[config.mk]
export PLATFORM = sky130hd
export DESIGN_NAME = dbg_mem_bridge
export DESIGN_NICKNAME = d
export VERILOG_FILES = /design/src/rtl/dbg_mem_bridge.sv
export SDC_FILE = /design/constraint.sdc
export NUM_CORES = 1
export LEC_CHECK = 0
export ABC_AREA = 1
export CELL_PAD_IN_SITES_DETAIL_PLACEMENT = 1
export CELL_PAD_IN_SITES_GLOBAL_PLACEMENT = 1
export CORE_MARGIN = 2
export CORE_UTILIZATION = 26
export DETAILED_ROUTE_END_ITERATION = 6
export PLACE_DENSITY = 0.78
export SKIP_LAST_GASP = 1
export SLEW_MARGIN = 20
export SYNTH_ARGS = -nofsm -noshare
export SYNTH_HDL_FRONTEND = slang
export SYNTH_SLANG_ARGS = --single-unit
[constraint.sdc]
create_clock -name clk -period 1.4 [get_ports clk]
set_input_delay 0.14 -clock clk [delete_from_list [all_inputs] [get_ports clk]]
set_output_delay 0.14 -clock clk [all_outputs]
set_load 0.01 [all_outputs]
[src/rtl/dbg_mem_bridge.sv]
`default_nettype none
// ============================================================================
// Module   : dbg_mem_bridge
// Brief    : Byte-serial command parser driving InstRAM/DataRAM debug port 2.
//            Optional mid-frame idle timeout: define DBG_TIMEOUT_EN.
// Revision : 1.0 - initial release
// ============================================================================
module dbg_mem_bridge #(
  parameter int READ_LATENCY   = 1,
  parameter int TIMEOUT_CYCLES = 1000000
) (
  input  logic        clk,
  input  logic        rst,
  input  logic        cmd_valid,
  output logic        cmd_ready,
  input  logic [7:0]  cmd_data,
  output logic        rsp_valid,
  input  logic        rsp_ready,
  output logic [7:0]  rsp_data,
  output logic [31:0] dram_a,
  output logic [31:0] dram_wd,
  output logic [3:0]  dram_we,
  input  logic [31:0] dram_rd,
  output logic [31:0] iram_a,
  output logic [31:0] iram_wd,
  output logic [3:0]  iram_we,
  input  logic [31:0] iram_rd,
  output logic        busy
);

  typedef enum logic [2:0] {
    S_IDLE    = 3'd0,
    S_ADDR    = 3'd1,
    S_DATA    = 3'd2,
    S_WR      = 3'd3,
    S_RD_WAIT = 3'd4,
    S_RESP    = 3'd5
  } state_e;

  localparam logic [7:0] C_ACK = 8'h06;
  localparam logic [7:0] C_NAK = 8'h15;
  localparam int         C_LW  = (READ_LATENCY > 1) ? $clog2(READ_LATENCY) : 1;

  state_e            state_q, state_d;
  logic              is_wr_q, is_wr_d;
  logic              is_iram_q, is_iram_d;
  logic [1:0]        cnt_q, cnt_d;
  logic [31:0]       addr_q, addr_d;
  logic [31:0]       wdata_q, wdata_d;
  logic [31:0]       rsp_q, rsp_d;
  logic [2:0]        rsp_len_q, rsp_len_d;
  logic [C_LW-1:0]   lat_q, lat_d;
  logic              cmd_hs, rsp_hs, valid_op, to_fire;

  assign cmd_hs   = cmd_valid && cmd_ready;
  assign rsp_hs   = rsp_valid && rsp_ready;
  assign valid_op = (cmd_data == 8'h10) || (cmd_data == 8'h11) ||
                    (cmd_data == 8'h20) || (cmd_data == 8'h21);

`ifdef DBG_TIMEOUT_EN
  localparam int C_TW = $clog2(TIMEOUT_CYCLES + 1);
  logic [C_TW-1:0] to_q, to_d;

  // Fires on the idle cycle that would take the counter to zero.
  always_comb begin
    to_d    = to_q;
    to_fire = 1'b0;
    if (cmd_hs) begin
      to_d = C_TW'(TIMEOUT_CYCLES);
    end else if (state_q == S_ADDR || state_q == S_DATA) begin
      if (to_q <= C_TW'(1)) to_fire = 1'b1;
      else                  to_d    = to_q - C_TW'(1);
    end
  end

  always_ff @(posedge clk) begin
    if (rst) to_q <= '0;
    else     to_q <= to_d;
  end
`else
  // Timeout hardware absent; the parameter is kept for a uniform interface.
  assign to_fire = (TIMEOUT_CYCLES < 0);
`endif

  always_comb begin
    state_d   = state_q;
    is_wr_d   = is_wr_q;
    is_iram_d = is_iram_q;
    cnt_d     = cnt_q;
    addr_d    = addr_q;
    wdata_d   = wdata_q;
    rsp_d     = rsp_q;
    rsp_len_d = rsp_len_q;
    lat_d     = lat_q;
    case (state_q)
      S_IDLE: begin
        if (cmd_hs) begin
          if (valid_op) begin
            is_wr_d   = cmd_data[0];
            is_iram_d = cmd_data[5];
            cnt_d     = 2'd0;
            state_d   = S_ADDR;
          end else begin
            rsp_d     = {24'h0, C_NAK};
            rsp_len_d = 3'd1;
            state_d   = S_RESP;
          end
        end
      end
      S_ADDR: begin
        if (cmd_hs) begin
          addr_d = {cmd_data, addr_q[31:8]};
          cnt_d  = cnt_q + 2'd1;
          if (cnt_q == 2'd3) begin
            lat_d   = '0;
            state_d = is_wr_q ? S_DATA : S_RD_WAIT;
          end
        end else if (to_fire) begin
          rsp_d     = {24'h0, C_NAK};
          rsp_len_d = 3'd1;
          state_d   = S_RESP;
        end
      end
      S_DATA: begin
        if (cmd_hs) begin
          wdata_d = {cmd_data, wdata_q[31:8]};
          cnt_d   = cnt_q + 2'd1;
          if (cnt_q == 2'd3) state_d = S_WR;
        end else if (to_fire) begin
          rsp_d     = {24'h0, C_NAK};
          rsp_len_d = 3'd1;
          state_d   = S_RESP;
        end
      end
      S_WR: begin
        rsp_d     = {24'h0, C_ACK};
        rsp_len_d = 3'd1;
        state_d   = S_RESP;
      end
      S_RD_WAIT: begin
        if (lat_q == C_LW'(READ_LATENCY - 1)) begin
          rsp_d     = is_iram_q ? iram_rd : dram_rd;
          rsp_len_d = 3'd4;
          state_d   = S_RESP;
        end else begin
          lat_d = lat_q + C_LW'(1);
        end
      end
      S_RESP: begin
        if (rsp_hs) begin
          rsp_d     = {8'h0, rsp_q[31:8]};
          rsp_len_d = rsp_len_q - 3'd1;
          if (rsp_len_q == 3'd1) state_d = S_IDLE;
        end
      end
      default: state_d = S_IDLE;
    endcase
  end

  always_ff @(posedge clk) begin
    if (rst) begin
      state_q   <= S_IDLE;
      is_wr_q   <= 1'b0;
      is_iram_q <= 1'b0;
      cnt_q     <= '0;
      addr_q    <= '0;
      wdata_q   <= '0;
      rsp_q     <= '0;
      rsp_len_q <= '0;
      lat_q     <= '0;
    end else begin
      state_q   <= state_d;
      is_wr_q   <= is_wr_d;
      is_iram_q <= is_iram_d;
      cnt_q     <= cnt_d;
      addr_q    <= addr_d;
      wdata_q   <= wdata_d;
      rsp_q     <= rsp_d;
      rsp_len_q <= rsp_len_d;
      lat_q     <= lat_d;
    end
  end

  // Outputs are gated by rst so an interrupted WR never reaches memory.
  logic mem_act, wr_act;
  assign mem_act   = !rst && (state_q == S_WR || state_q == S_RD_WAIT);
  assign wr_act    = !rst && (state_q == S_WR);

  assign cmd_ready = !rst && (state_q == S_IDLE || state_q == S_ADDR || state_q == S_DATA);
  assign rsp_valid = !rst && (state_q == S_RESP);
  assign rsp_data  = rst ? 8'h00 : rsp_q[7:0];
  assign busy      = !rst && (state_q != S_IDLE);

  assign dram_a  = (mem_act && !is_iram_q) ? addr_q  : 32'h0;
  assign dram_wd = (wr_act  && !is_iram_q) ? wdata_q : 32'h0;
  assign dram_we = (wr_act  && !is_iram_q) ? 4'hF    : 4'h0;
  assign iram_a  = (mem_act &&  is_iram_q) ? addr_q  : 32'h0;
  assign iram_wd = (wr_act  &&  is_iram_q) ? wdata_q : 32'h0;
  assign iram_we = (wr_act  &&  is_iram_q) ? 4'hF    : 4'h0;

endmodule
`default_nettype wire

==> impl_metrics.yaml <==
clocking:
  clock_latency_ns: 0.38
  numCtsBuffers: 9
  htree_num_levels: 3
  clk_pin_slew_ns: 0.08
  hold_buffers: 0
  cts_tree: "yes"
  cts.sink_count: 106
  cts-root-buf: "clkbuf_16"
  clockBufferDepth: 2
pwr:
  p_leak_nw: 4.842
  power_frac_comb_pct: 55.3
  p_int_mw: 8.182
  powerDensity_nw_per_um2: 1160
  swShare_pct: 43.30
  max-vdd-ir-drop_v: 0.0006469
  p_seq_share_pct: 25.9
  switchingPower_mw: 6.247
  clkPwrFrac_pct: 18.8
run_status:
  violations: "negative setup slack"
  outcome: "complete, but fails checks"
sta:
  finalClockSkew_ns: 0.01947
  rsz0062_at_grt: "yes"
  period_share_pct: 146.2
  tightest_slew_ns: 0.5723
  relSlewSlack_pct: 61.84
  drv_slew: 0
  tns_ns: -120.86
  setup_ws_ns: -0.6463
  hold_slack_ns: 0.3096
  period_needed_ns: 2.046
  report.final.setup_viol: 251
  finalHoldViolCount: 0
  fmax_mhz: 488.7
global_route:
  grt_max_degree: 64
  grt_pass1_wl_mm: 41.46
  grt.total_usage_pct: 23.54
  antenna_found_initial: 1
  use_met3_pct: 4.518
  gr-usage-met2_pct: 43.20
  grt-busiest-layer: "met2"
  grtUsageMet1_pct: 26.69
  grt_overflow: 0
  grt_pass1_vias: 7578
placed_design:
  io_buffers: 222
  dp_hpwl_mm: 16.27
  place_area_um2: 9148
  post-place-cells: 1394
  gp_congestion: 0.8406
yosys:
  seq_area_frac_synth_pct: 37.81
  syn-mean-instance-area_um2: 6.300
  async_reset_ff_share_pct: 0
  synth_edf_count: 0
  yosysWarnings: 0
  ys.flop_type: "dfxtp_1"
  syn_nets: 970
  synth_area_um2: 5613
  synth_cells: 891
  yosysUniqueCellTypes: 28
  synth.ff_latch_count: 106
critical_path:
  startpoint: "state_q[1]"
  reg2reg_slack_ns: -0.62
  crit_end: "iram_a[7]"
  rr_worst_depth: 9
  critPathKind: "reg -> out"
  regToRegEndpoint: "addr_q[18]"
  arrival_ns: 1.91
  worstPathMaxFanout: 8
  endpoint_kind: "primary output"
  critPathLaunchType: "register"
  r2r_start: "state_q[0]"
  critical_path_required_ns: 1.26
final_layout:
  seqCellArea_um2: 2133
  drive_gt1_share_pct: 53.03
  finalNonFillerCells: 1498
  final_util_pct: 59.00
  synthToLayoutAreaGrowth_pct: 121.7
  final_cell_mix: "buf_6, nor2_4, nand2_1"
  layout.nets: 1296
  multi_input_area_um2: 4706
  final_cell_area_um2: 12440
  fillers: 2298
  final_common_cell: "buf_6"
detailed_routing:
  finalWirelength_mm: 37.68
  wl_per_cell_um: 25.16
  drtIter0Drc: 393
  via_per_inst: 5.266
  drc: 0
  antenna_left: 0
  vias: 7889
  drt_pass1_iterations: 4
worst_hold_path:
  hold_path_class: "in -> reg"
floorplanning:
  die_area_um2: 22780
  core_region_area_um2: 21090
  start_util_pct: 26.62
  die_h_um: 150.9
  std_cell_rows: 53
  io_pins: 223
  fp.dieW_um: 150.9
run:
  max_cap_viol_count: 0
-- cell families after synthesis --
group / Yosys count / synth area share (%)
fa+ha+maj: 3 / 0.6688
compound gates: 178 / 16.87
xor+xnor: 1 / 0.1561
buf+inv: 168 / 12.37
simple gates: 435 / 32.12
flops: 106 / 37.81
-- repair_timing --
action / 4_1_cts / 5_1_grt
resized for setup: 673 / 491
setup endpoints to repair: 253 / 253
buffers inserted: 34 / 31
pin swaps: 11 / 113
gates cloned: 17 / 13
-- worst min-delay path by stage --
| stage | startpoint | to | slack [ns] | cells past startpoint |
|---|---|---|---|---|
| 2_1_floorplan | cmd_data[7] | addr_q[31] | 0.28 | 2 |
| 3_3_place_gp | rsp_q[10] | rsp_q[10] | 0.45 | 2 |
| 3_5_place_dp | rsp_q[10] | rsp_q[10] | 0.45 | 2 |
| 4_1_cts | cmd_data[1] | wdata_q[25] | 0.40 | 3 |
| 5_1_grt | rst | state_q[2] | 0.31 | 3 |
| 6_report | rst | state_q[2] | 0.31 | 3 |
-- cell type report --
type / instances / share of cell area [%]
clock inverters: 6 / 0.5028
multi-input cells: 617 / 37.82
well taps: 275 / 2.765
repair buffers: 380 / 36.45
inverters: 103 / 3.449
diodes: 1 / 0.02011
clock buffers: 10 / 1.840
flip-flops and latches: 106 / 17.15
-- through the flow --
step	setup WS, ns	total power [mW]
floorplan	-0.05299	6.179
global placement	-0.6194	7.683
detailed placement	-0.6693	7.807
CTS	-0.6042	11.47
global route	-0.7077	14.96
finish	-0.6463	14.43
-- per-layer routing --
| metal | share of wire [%] | routed length (µm) |
|---|---|---|
| met2 | 50 | 18880 |
| met3 | 6.9 | 2594 |
| met1 | 36 | 13620 |
| met5 | 0.034 | 13 |
| met4 | 6.8 | 2580 |
-- worst max-delay path, stage by stage (launching register included) --
cell and delay, ns:
dfxtp_4 0.38, buf_8 0.14, inv_6 0.06, nand3_4 0.09, nand2_4 0.09, buf_6 0.10, nand3_4 0.17, buf_12 0.23
nor2_4 0.14, buf_6 0.12
-- cells in the mapped netlist (all sizes together) (2+ instances only) --
library cell / number / area [µm²]
nor2: 200 / 790.8
nand2: 163 / 616.8
dfxtp: 106 / 2122
inv: 102 / 382.9
a21oi: 87 / 435.4
o21ai: 68 / 340.3
nand3: 65 / 350.3
buf: 34 / 191.4
clkbuf: 31 / 116.4
a21o: 16 / 120.1
o31ai: 4 / 30.03
ha: 3 / 37.54
nand4: 3 / 18.77
o211ai: 2 / 15.01
or2: 2 / 12.51
-- power by group through the flow --
stage | clock [mW] | combinational [mW] | sequential, mW
finish | 2.72 | 7.97 | 3.74
global placement | 0 | 4.03 | 3.65
floorplan | 0 | 2.60 | 3.58
global route | 2.85 | 8.36 | 3.76
CTS | 2.62 | 5.23 | 3.62
detailed placement | 0 | 4.14 | 3.67
-- state kept, by name, summed over array words and instances (netlist names) --
| signal | count |
|---|---|
| addr_q | 32 |
| is_wr_q | 1 |
| rsp_len_q | 3 |
| cnt_q | 2 |
| wdata_q | 32 |
| is_iram_q | 1 |
| rsp_q | 32 |
| state_q | 3 |
Power figures use the tool's default switching activity.
